`src/rtl/cuenta_pkg.sv`:
```
// Shared types for the parametrised ones/zeros counter.
// Holds the FSM state enum and the result-width helper.
package cuenta_pkg;

  typedef enum logic [1:0] {
    INICIO,
    CUENTA,
    FIN
  } estado_t;

  // Bits needed to hold any count from 0 to n inclusive.
  function automatic int cw_of(input int n);
    return $clog2(n + 1);
  endfunction

endpackage

```
`src/rtl/reg_desplaza.sv`:
```
// N-bit right shift register with parallel load, zero fill.
// Ports: clk, reset (async high), carga, desplaza, d[N-1:0] -> q.
module reg_desplaza #(
  parameter int N = 8
) (
  input  logic         clk,
  input  logic         reset,
  input  logic         carga,
  input  logic         desplaza,
  input  logic [N-1:0] d,
  output logic [N-1:0] q
);

  always_ff @(posedge clk or posedge reset) begin
    if (reset) begin
      q <= '0;
    end else if (carga) begin
      q <= d;
    end else if (desplaza) begin
      q <= {1'b0, q[N-1:1]};
    end
  end

endmodule

```
`src/rtl/cuenta_unos_param.sv`:
```
// Counts ones (modo=0) or zeros (modo=1) of Valor, exiting early.
// Ports: clk, reset, start, Valor, modo -> Cuenta, fin, ocupado.
module cuenta_unos_param
  import cuenta_pkg::*;
#(
  parameter int N  = 8,
  parameter int CW = cw_of(N)
) (
  input  logic          clk,
  input  logic          reset,
  input  logic          start,
  input  logic [N-1:0]  Valor,
  input  logic          modo,
  output logic [CW-1:0] Cuenta,
  output logic          fin,
  output logic          ocupado
);

  estado_t       estado;
  estado_t       sig;
  logic [N-1:0]  q;
  logic [N-1:0]  d;
  logic [CW-1:0] a;
  logic [CW-1:0] suma;
  logic          qcero;

  logic CargaQ;
  logic DesplazaQ;
  logic ResetA;
  logic CargaA;

  // Counting zeros is counting ones of the complement.
  assign d     = modo ? ~Valor : Valor;
  assign qcero = (q == '0);
  assign suma  = a + {{(CW-1){1'b0}}, q[0]};

  reg_desplaza #(
    .N(N)
  ) u_q (
    .clk     (clk),
    .reset   (reset),
    .carga   (CargaQ),
    .desplaza(DesplazaQ),
    .d       (d),
    .q       (q)
  );

  always_ff @(posedge clk or posedge reset) begin
    if (reset) begin
      a <= '0;
    end else if (ResetA) begin
      a <= '0;
    end else if (CargaA) begin
      a <= suma;
    end
  end

  always_ff @(posedge clk or posedge reset) begin
    if (reset) begin
      estado <= INICIO;
    end else begin
      estado <= sig;
    end
  end

  always_comb begin
    sig       = estado;
    CargaQ    = 1'b0;
    DesplazaQ = 1'b0;
    ResetA    = 1'b0;
    CargaA    = 1'b0;
    unique case (estado)
      INICIO, FIN: begin
        if (start) begin
          CargaQ = 1'b1;
          ResetA = 1'b1;
          sig    = CUENTA;
        end
      end
      CUENTA: begin
        // Stop as soon as no relevant bits remain.
        if (qcero) begin
          sig = FIN;
        end else begin
          DesplazaQ = 1'b1;
          CargaA    = 1'b1;
        end
      end
      default: begin
        sig = INICIO;
      end
    endcase
  end

  assign Cuenta  = a;
  assign fin     = (estado == FIN);
  assign ocupado = (estado == CUENTA);

endmodule
```
`config.mk`:
```
export PLATFORM = sky130hd
export DESIGN_NAME = cuenta_unos_param
export DESIGN_NICKNAME = d
export VERILOG_FILES = /design/src/rtl/cuenta_pkg.sv /design/src/rtl/reg_desplaza.sv /design/src/rtl/cuenta_unos_param.sv
export SDC_FILE = /design/constraint.sdc
export NUM_CORES = 1
export LEC_CHECK = 0
export ABC_AREA = 1
export ABC_CLOCK_PERIOD_IN_PS = 2400
export CAP_MARGIN = 20
export CORE_MARGIN = 2
export CORE_UTILIZATION = 50
export DETAILED_ROUTE_END_ITERATION = 7
export PLACE_DENSITY = 0.78
export SKIP_CTS_REPAIR_TIMING = 1
export SLEW_MARGIN = 0
export SYNTH_ARGS = -nofsm -noshare
export SYNTH_HDL_FRONTEND = slang
export SYNTH_HIERARCHICAL = 1
export SYNTH_SLANG_ARGS = --single-unit
```
`constraint.sdc`:
```
create_clock -name clk -period 2.4 [get_ports clk]
set_clock_uncertainty 0.1 [all_clocks]
set_input_delay 0.24 -clock clk [delete_from_list [all_inputs] [get_ports clk]]
set_output_delay 0.24 -clock clk [all_outputs]
set_load 0.005 [all_outputs]
```
Word-level counts from Yosys, hierarchy flattened
Index checks and enable logic that the tools add are counted.
Operators by class
  mux-type cells: 12
  bitwise operators: 1
  equal/unequal tests: 4
  reduce and logical (&&, ||, !) cells: 5
  $add $sub $neg: 1
Operators with widths (number)
  8-bit 2-to-1 mux: 3
  8-bit logical NOT: 1
  4-bit 2-to-1 mux: 2
  8-bit NOT: 1
  4-bit by 1-bit adder with 4-bit output: 1
  1-bit 2-to-1 mux: 4
  2-bit 2-to-1 mux: 2
  2-bit case mux with 2 select lines: 1
  2-bit by 1-bit equality test with 1-bit output (second input constant): 1
  2-bit equality test (second input constant): 1
  2-bit logical NOT: 1
  2-bit by 1-bit inequality test with 1-bit output (second input constant): 1
  2-bit inequality test (second input constant): 1
  2-bit AND reduction: 1
  2-bit nonzero test: 1
  2-bit OR reduction: 1
Word-level totals
  logic and storage cells: 26
  input port bits: 12
  bits in registers: 14

Longest topological paths before layout
  word-level depth: 5
  depth in mapped cells: 8
  mapped depth without buffers: 7

Cells and area by module
Netlist, hierarchy kept.
By module, submodules not included
  cuenta_unos_param: times used 1, cells an instance 67, seq. area each 150.1 um^2, area each 495.5 um^2
  reg_desplaza: times used 1, cells an instance 44, seq. area each 200.2 um^2, area each 380.4 um^2

Worst setup path before layout
No wires, ideal clock.
  path kind: flip-flop to flip-flop
  from: reg u_q.q[0]
  to: reg u_q.q[0]
  data required time: 2232 ps
  path slack: 1045 ps
  arrival time: 1186 ps
  library setup time: 68 ps
  period minus slack after synthesis: 1355 ps
  stages on the path, launching flop included: 9
  cell sequence: dfrtp_1 -> nor2_1 -> nand2_1 -> o21ai_4 -> inv_1 -> buf_4 -> nor2_8 -> nand2_1 -> nand3_1
On the way
  cells in the longest elaborated chain, start to end: 4
RTL lines
  start: declaration: line reg_desplaza.sv:11  | output logic [N-1:0] q
  start signal: assignment: line reg_desplaza.sv:20  | q <= {1'b0, q[N-1:1]};
  8-bit logical NOT: line cuenta_unos_param.sv:34  | assign qcero = (q == '0);
  1-bit 2-to-1 mux (2 in a row)
  net CargaA: line cuenta_unos_param.sv:30  | logic CargaA;
  2-bit nonzero test (no source line)
The timed path passes the listed nets, and every way through them passes these cells.
A chain may end at the register's enable or synchronous reset.

Worst setup path in the final report
  from: reg estado[1]
  to: out ocupado
On the way
  cells in the longest elaborated chain, start to end: 1
RTL lines
  start: declaration: line cuenta_unos_param.sv:19  | estado_t estado;
  start signal: assignment: line cuenta_unos_param.sv:62  | estado <= sig;
  2-bit by 1-bit equality test with 1-bit output: line cuenta_unos_param.sv:97  | assign ocupado = (estado == CUENTA);
  end: declaration: line cuenta_unos_param.sv:16  | output logic ocupado
No other way between the ends.

==> results.cfg <==
[timing]
post-route-period-util_pct = 73.6
finalWorstPathRequiredPeriod_ps = 1770
slew_headroom_pct = 73.8
rsz0062_at_grt = no
hold_violations = 0
worstMarginPinSlew_ps = 392
slew_violations = 0
setup_viol = 0
tns_ps = 0
max_freq_mhz = 566
setup_ws_ps = 633

[setup_path]
crit_fanout = 7
r2r_cells = 7
cp-start-kind = flip-flop
arrival_ps = 1430
worstSetupPathType = flip-flop to primary output
endpoint_kind = primary output
cpPeakStageDelay_ps = 520
reg2reg_slack_ps = 790
cp.required_ps = 2060
worstPathCellList = nor2_8 -> clkdlybuf4s50_1
crit_path_top_delay_cell = clkdlybuf4s50_1

[power]
clock_power_share_pct = 10.4
p_comb_share_pct = 53.0
ir_drop_mv = 0.527
p_per_area_mw_per_mm2 = 1160
swShare_pct = 45.6
p_sw_w = 0.000565
p_leak_nw = 0.545
power_frac_seq_pct = 36.6
p_int_w = 0.000674

[layout]
area_delta_synth_final_pct = 21.7
nets = 144
antennaDiodeCount = 0
drive_gt1_share_pct = 7.03

[grt]
grt_use_total_pct = 19.3
gr-total-overflow = 0
grt_pass1_vias = 719
grt_first_pass_wirelength_um = 2860
antenna_found_initial = 0
grt_max_degree = 11

[yosys]
synth_top_cell_area_share_pct = 40.0
synth_cells = 111
netlist_area_um2 = 876
synth_edf_count = 0
seq_area_frac_synth_pct = 40.0
synth_ff_type = dfrtp_1
synth_cell_type_count = 16
synthTopCellsByCount = 31 x nand2_1, 22 x nand3_1, 14 x dfrtp_1, 14 x inv_1, 9 x xor2_1
yosysMostFrequentCell = nand2_1
yosys_warnings = 6
ys_ff_latch = 14
async_reset_ff_share_pct = 100
synth.area.top_cells = dfrtp_1 40%, nand2_1 13%, nand3_1 13%
syn_avg_cell_area_um2 = 7.89
syn_nets = 125
yosysTopAreaCell = dfrtp_1

[routing]
drtIter0Drc = 14
vias = 757
routed_wl_um = 1640
ant_nets = 0
wl_per_cell_um = 11.3
viasPerCell = 5.22
drtPass1Iterations = 4
drc = 0

[run_status]
status = complete, no violations

[cts]
cts-root-buf = clkbuf_4
clock-sinks = 14
clkLatencyLatePin_ps = 280
cts_made_buffers = 3
clock_path_buffers = 2
cts_tree = yes
clk_pin_slew_worst_paths_ps = 80
cts_max_level = 1

[floorplan]
initial_core_util_pct = 51.9
fp.dieW_um = 45.9
core-area_mm2 = 0.00169
fp.dieH_um = 45.9
dieArea_mm2 = 0.00210
rows = 15
ios = 18

[placement]
io_buffers = 17
dp.final_hpwl_um = 1330
dp_slack_ps = 628
gp_congestion = 0.827

[job]
drv_cap = 0

[min_path]
hp-class = primary input to async pin
-- cell type report --
type	count	area, um^2
clock buffer	3	22.5
multi-input combinational	78	442
tap	17	21.3
timing repair buffer	17	170
fill	158	623
inverter	16	60.1
sequential	14	350
-- sequential cells by signal, indices dropped and copies added, names as in the netlist --
signal / count
u_q/q: 8
Cuenta: 4
estado: 2
-- kinds of logic after synthesis --
family          after synthesis  share of synthesized area (%)
xor+xnor                      9                           9.00
buf+inv                      19                           9.57
simple gates                 65                           35.9
compound gates                2                           2.72
fa+ha+maj                     2                           2.86
flops                        14                           40.0
-- critical path: cells and delay by family, from the launching register on --
kind	cells	cell delay, ps
DFF	1	440
and+or+nand+nor	1	190
buffers and inverters	1	520
-- layer usage --
layer	share of wire (%)	up-vias	global-route usage (%)
li1	-	387	-
met1	41	342	20.9
met2	53	24	33.9
met3	3.8	4	2.78
met5	0	-	0
met4	2.6	0	13.1
-- stage by stage --
| stage | total power [W] | area [um^2] | utilization, % | instances | hold WS [ps] |
|---|---|---|---|---|---|
| finish | 0.00124 | 1070 | 63.1 | 145 | 98.9 |
| global route | 0.00135 | 1070 | 63.1 | 145 | 138 |
| CTS | 0.00124 | 1070 | 63.1 | 145 | 109 |
| detailed placement | 0.00111 | 1040 | 61.8 | 142 | 400 |
| global placement | 0.00108 | 1040 | 61.8 | 142 | 394 |
| floorplan | 0.000929 | 876 | - | 111 | -69.0 |
-- cells in the final DEF (no fill, tap or decap) --
cell type / netlist / final
clkbuf_4: 0 / 3
clkdlybuf4s50_1: 0 / 17
dfrtp_1: 14 / 14
ha_1: 2 / 2
inv_1: 14 / 14
inv_2: 2 / 2
nand2_1: 31 / 31
nand3_1: 22 / 22
nand4_1: 3 / 3
nor2_1: 6 / 6
nor2_2: 1 / 1
nor2_8: 2 / 2
o21ai_4: 1 / 1
o31ai_1: 1 / 1
xor2_1: 9 / 9
-- worst paths after layout --
path                                        from               endpoint
setup reg to reg            u_q/q[0]$_DFFE_PP0P_   u_q/q[5]$_DFFE_PP0P_
hold reg to reg            estado[0]$_DFFE_PP0P_  estado[1]$_DFFE_PP0P_
min in group clk           estado[0]$_DFFE_PP0P_  estado[1]$_DFFE_PP0P_
hold / removal                             reset  Cuenta[0]$_DFFE_PP0P_
max in group asynchronous                  reset   u_q/q[4]$_DFFE_PP0P_
setup / recovery           estado[1]$_DFFE_PP0P_                ocupado
-- power groups by stage --
stage	clock, W	sequential (W)	combinational (W)
global placement	0	0.000450	0.000628
floorplan	0	0.000431	0.000497
finish	0.000129	0.000453	0.000657
CTS	0.000129	0.000452	0.000660
global route	0.000140	0.000468	0.000744
detailed placement	0	0.000456	0.000657
Power figures use the tool's default switching activity.
==> RTL edit 1 (config.mk and constraints unchanged) <==
Re-encode `estado_t` (3 values) as one-hot, 3 bits wide.
--- a/src/rtl/cuenta_pkg.sv
+++ b/src/rtl/cuenta_pkg.sv
@@ -2,10 +2,10 @@
 // Holds the FSM state enum and the result-width helper.
 package cuenta_pkg;
 
-  typedef enum logic [1:0] {
-    INICIO,
-    CUENTA,
-    FIN
+  typedef enum logic [2:0] {
+    INICIO = 3'b001,
+    CUENTA = 3'b010,
+    FIN    = 3'b100
   } estado_t;
 
   // Bits needed to hold any count from 0 to n inclusive.
Check against the original RTL: same outputs for any inputs over 10 cycles, from zero or initial values and one cycle with reset high; not proved beyond that.
==> RTL edit 1 against the original RTL <==
  * Area after synthesis grew 0.14%
  * Worst hold slack gained 0.016 ns
  * Non-clock buffer count is the same
  * Sequential power shrank 4%
  * Routed wire length shrank 4.8%
  * Largest power group is now sequential cells
  * Count of clock-buffer cells in the layout grew 1
  * Design area grew 0.47%
  * Combinational power shrank 37%
  * Total power shrank 20%
  * Via count shrank 1.2%
  * Setup slack lost 0.18 ns
  * Sequential cell count grew 1
==> RTL edit 1: results (changes against the original RTL) <==
* Iter 0 DRT Violations at 20 (was 14)
* DR top layer: met4 (unchanged)
* Avg Cell Area, Syn at 8.12 um2 (was 7.89 um2)
* Clock Pin Slew Worst Setup and Hold Paths at 0.08 ns (about the same)
* Min Hold Slack at 0.115 ns (was 0.0989 ns)
* Synth cell count leaders: 28 x nand2_1, 26 x nand3_1, 14 x dfrtp_1 (was 31 x nand2_1, 22 x nand3_1, 14 x dfrtp_1, 14 x inv_1, 9 x xor2_1)
* Vias in the first global route at 711 (was 719)
* Synth warnings at 6 (unchanged)
* Post-synthesis sequential area ratio at 42.9% (was 40.0%)
* Post-DP HPWL at 1.27 mm (was 1.33 mm)
* # H-tree levels at 1 (unchanged)
* Pre-CTS setup slack at 0.662 ns (was 0.628 ns)
* Async SR Flop Fraction at 100% (unchanged)
* Worst path max stage delay at 0.57 ns (was 0.52 ns)
* Max VDD drop at 0.400 mV (was 0.527 mV)
* Grt met1 use at 21.7% (was 20.9%)
* Met2 Wirelength at 825 um (was 866 um)
* Run status: finished, final reports clean (unchanged)
* All-Layer GR Usage at 18.3% (was 19.3%)
* Top post-synthesis cells by area: dfrtp_1 40%, nand3_1 15%, nand2_1 12%, xor2_1 9.0%, inv_1 4.7% (was dfrtp_1 40%, nand2_1 13%, nand3_1 13%, xor2_1 9.0%, inv_1 6.0%)
* Vias post-DR at 748 (was 757)
* R2R Path Start: estado[0]$_DFFE_PP1P_ (was u_q/q[0]$_DFFE_PP0P_)
* Post-Syn Nets at 122 (was 125)
* N_diodes at 0 (unchanged)
* Layout cells sized above 1 at 7.14% (was 7.03%)
* CP Max Fanout at 8 (was 7)
* TritonRoute pass-1 iters at 4 (unchanged)
* Worst-case reg-to-reg path depth at 7 (unchanged)
* Met3 GRT Util at 3.57% (was 2.78%)
* Hold crit path type: primary input to async pin (unchanged)
* Met2 usage at 32.2% (was 33.9%)
* DR WL/cell at 10.9 um (was 11.3 um)
* Worst slew margin at 73.5% (was 73.8%)
* First-pass GRT wire length at 2.79 mm (was 2.86 mm)
* Post-synthesis cell type count at 18 (was 16)
* Gp weighted congestion at 0.834 (was 0.827)
* Pwr Total at 0.000987 W (was 0.00124 W)
* Metal3 WL at 79 um (was 63 um)
* Clk buf depth at 2 (unchanged)
* P_leak at 0.545 nW (about the same)
* Number of fill cells at 155 (was 158)
* Via density at 5.23 (was 5.22)
* Nets at 141 (was 144)
* Met1 wire length at 640 um (was 665 um)
* Synth Flop Type: dfrtp_1 (unchanged)
* Crit path DAT at 1.61 ns (was 1.43 ns)
* Placed Area at 1040 um2 (about the same)
[RTL edit 1: cell types whose count changed after synthesis, moves of 2 or more]
cell	before	now
nand3_1	22	26
inv_1	14	11
nand2_1	31	28
o21ai_0	0	2
[RTL edit 1: worst max path at each step]
stage	cells after the start	endpoint	slack (ns)	startpoint
2_1_floorplan	7	u_q/q[0]$_DFFE_PP0P_	0.96	estado[2]$_DFFE_PP0P_
3_3_place_gp	7	u_q/q[3]$_DFFE_PP0P_	0.72	estado[0]$_DFFE_PP1P_
3_5_place_dp	7	u_q/q[5]$_DFFE_PP0P_	0.66	estado[0]$_DFFE_PP1P_
4_1_cts	2	ocupado	0.43	estado[2]$_DFFE_PP0P_
5_1_grt	2	ocupado	0.35	estado[2]$_DFFE_PP0P_
6_report	2	ocupado	0.45	estado[2]$_DFFE_PP0P_
[RTL edit 1: logic make-up after synthesis]
group	after synthesis	synth area share, %
AO/OA/AOI/OAI	3	2.14
XOR/XNOR	9	8.99
flip-flops	15	42.9
adder cells (fa/ha/maj)	2	2.85
buffers and inverters	15	7.85
AND/OR/NAND/NOR	64	35.2
[RTL edit 1: cell type report]
class / count / area (um2) / area share [%]
clock buffer: 4 / 26.3 / 2.45
inverter: 12 / 45.0 / 4.21
tap: 17 / 21.3 / 1.99
sequential: 15 / 377 / 35.2
multi-input combinational: 78 / 432 / 40.3
timing repair buffer: 17 / 170 / 15.9
[RTL edit 1: where the power goes]
| group | internal, W | switching, W | total (W) |
|---|---|---|---|
| logic | 0.000168 | 0.000248 | 0.000416 |
| clock network | 0.0000643 | 0.0000722 | 0.000136 |
| registers | 0.000351 | 0.0000829 | 0.000434 |
| total | 0.000584 | 0.000403 | 0.000987 |
==> RTL edit 2 (same settings) <==
Without the edit above. `N` is set to 8 in 2 places; all go to 9.
--- a/src/rtl/reg_desplaza.sv
+++ b/src/rtl/reg_desplaza.sv
@@ -1,7 +1,7 @@
 // N-bit right shift register with parallel load, zero fill.
 // Ports: clk, reset (async high), carga, desplaza, d[N-1:0] -> q.
 module reg_desplaza #(
-  parameter int N = 8
+  parameter int N = 9
 ) (
   input  logic         clk,
   input  logic         reset,
--- a/src/rtl/cuenta_unos_param.sv
+++ b/src/rtl/cuenta_unos_param.sv
@@ -3,7 +3,7 @@
 module cuenta_unos_param
   import cuenta_pkg::*;
 #(
-  parameter int N  = 8,
+  parameter int N  = 9,
   parameter int CW = cw_of(N)
 ) (
   input  logic          clk,
Interface: changed (resized Valor); port bits go from 18 to 19. No check against the original RTL was run, so the function may have changed too.
==> RTL edit 2 against the original RTL <==
  * Non-clock buffer count grew 1
  * Die area up 2.3%
  * Setup slack got worse by 0.020 ns
  * Routed wire length grew 13%
  * Design area rose by 4.2%
  * Total power grew 2.2%
  * Cell count is 4.1% higher
  * First-iteration DRC count rose by 21%
  * Maximum frequency shrank 1.1%
  * Sequential cell count increased by 1
  * Area after synthesis rose by 2.6%
  * Sequential share of layout area grew 0.92 points
  * Sequential power increased by 3%
  * Register-to-register slack about the same
  * Largest cell class unchanged
==> RTL edit 2: results (changes against the original RTL) <==
* Met1 wire length at 839 um (was 665 um)
* DR top layer: met3 (was met4)
* Top reg by flops: u_q/q (unchanged)
* Iter 0 DRT Violations at 17 (was 14)
* Post-DP HPWL at 1.46 mm (was 1.33 mm)
* Vias post-DR at 750 (was 757)
* Max VDD drop at 0.545 mV (was 0.527 mV)
* PortBufs at 18 (was 17)
* Avg Cell Area, Syn at 8.40 um2 (was 7.89 um2)
* Placed Area at 1080 um2 (was 1040 um2)
* Met2 Wirelength at 920 um (was 866 um)
* Pre-CTS setup slack at 0.643 ns (was 0.628 ns)
* Pin count of the biggest net entering global routing at 13 (was 11)
* Synth Flop Type: dfrtp_1 (unchanged)
* R2R Path Start: u_q/q[3]$_DFFE_PP0P_ (was u_q/q[0]$_DFFE_PP0P_)
* Final min period at 1.79 ns (was 1.77 ns)
* Worst path max stage delay at 0.50 ns (was 0.52 ns)
* Run status: finished, final reports clean (unchanged)
* Max reg flops at 9 (was 8)
* Synth Area in Compound Gates at 3.76% (was 2.71%)
* Grt met1 use at 29.0% (was 20.9%)
* Gp weighted congestion at 0.777 (was 0.827)
* Metal3 WL at 94 um (was 63 um)
* Post-synthesis cell type count at 19 (was 16)
* Post-synthesis sequential area ratio at 41.8% (was 40.0%)
* Met2 usage at 35.0% (was 33.9%)
* Vias in the first global route at 720 (was 719)
* Post-route insts no fill at 151 (was 145)
* CP Max Fanout at 4 (was 7)
* Clk pwr at 0.000145 W (was 0.000129 W)
* Nets at 142 (was 144)
* P_leak at 0.544 nW (was 0.545 nW)
* Worst slew margin at 60.4% (was 73.8%)
* Layout cells sized above 1 at 12.7% (was 7.03%)
* Adder-cell share of the synthesized area at 2.79% (was 2.86%)
* DR WL/cell at 12.3 um (was 11.3 um)
* RR Endpoint: u_q/q[6]$_DFFE_PP0P_ (was u_q/q[5]$_DFFE_PP0P_)
[RTL edit 2: cell count changes after synthesis, moves of 2 or more]
| cell | change |
|---|---|
| nor2_1 | -5 |
| nor2_8 | -2 |
| nor2_4 | +2 |
| inv_1 | -5 |
| nand4_1 | -2 |
| nor2_2 | +3 |
[RTL edit 2: worst min-delay path by stage]
| stage | startpoint | to | slack (ns) |
|---|---|---|---|
| floorplan | reset | Cuenta[0]$_DFFE_PP0P_ | -0.07 |
| finish | reset | Cuenta[0]$_DFFE_PP0P_ | 0.11 |
| CTS | reset | Cuenta[0]$_DFFE_PP0P_ | 0.11 |
| detailed placement | reset | Cuenta[0]$_DFFE_PP0P_ | 0.42 |
| global placement | reset | Cuenta[0]$_DFFE_PP0P_ | 0.40 |
| global route | reset | Cuenta[0]$_DFFE_PP0P_ | 0.12 |
[RTL edit 2: metrics by stage]
stage / hold WS (ns) / total power [W] / util (%)
final: 0.108 / 0.00127 / 65.1
after global routing: 0.118 / 0.00139 / 65.1
after CTS: 0.113 / 0.00127 / 65.1
after detailed placement: 0.420 / 0.00113 / 63.4
after global placement: 0.405 / 0.00109 / 63.4
after floorplan: -0.0690 / 0.000933 / -
[RTL edit 2: kinds of logic after synthesis]
logic type,Yosys count
AND/OR/NAND/NOR,62
AO/OA/AOI/OAI,3
XOR/XNOR,11
buffers and inverters,14
adder cells (fa/ha/maj),2
flip-flops,15
[RTL edit 2: cell type report]
type	count	area share, %
multi-input cells	78	41.0
flip-flops and latches	15	33.8
repair buffers	18	16.2
inverters	11	3.72
well taps	25	2.82
clock buffers	3	2.03
clock inverters	1	0.450
[RTL edit 2: worst max-delay path: cells and delay by family (launching register included)]
kind,cells,cell delay [ns]
simple gates,1,0.12
buf+inv,3,0.68
flops,1,0.37
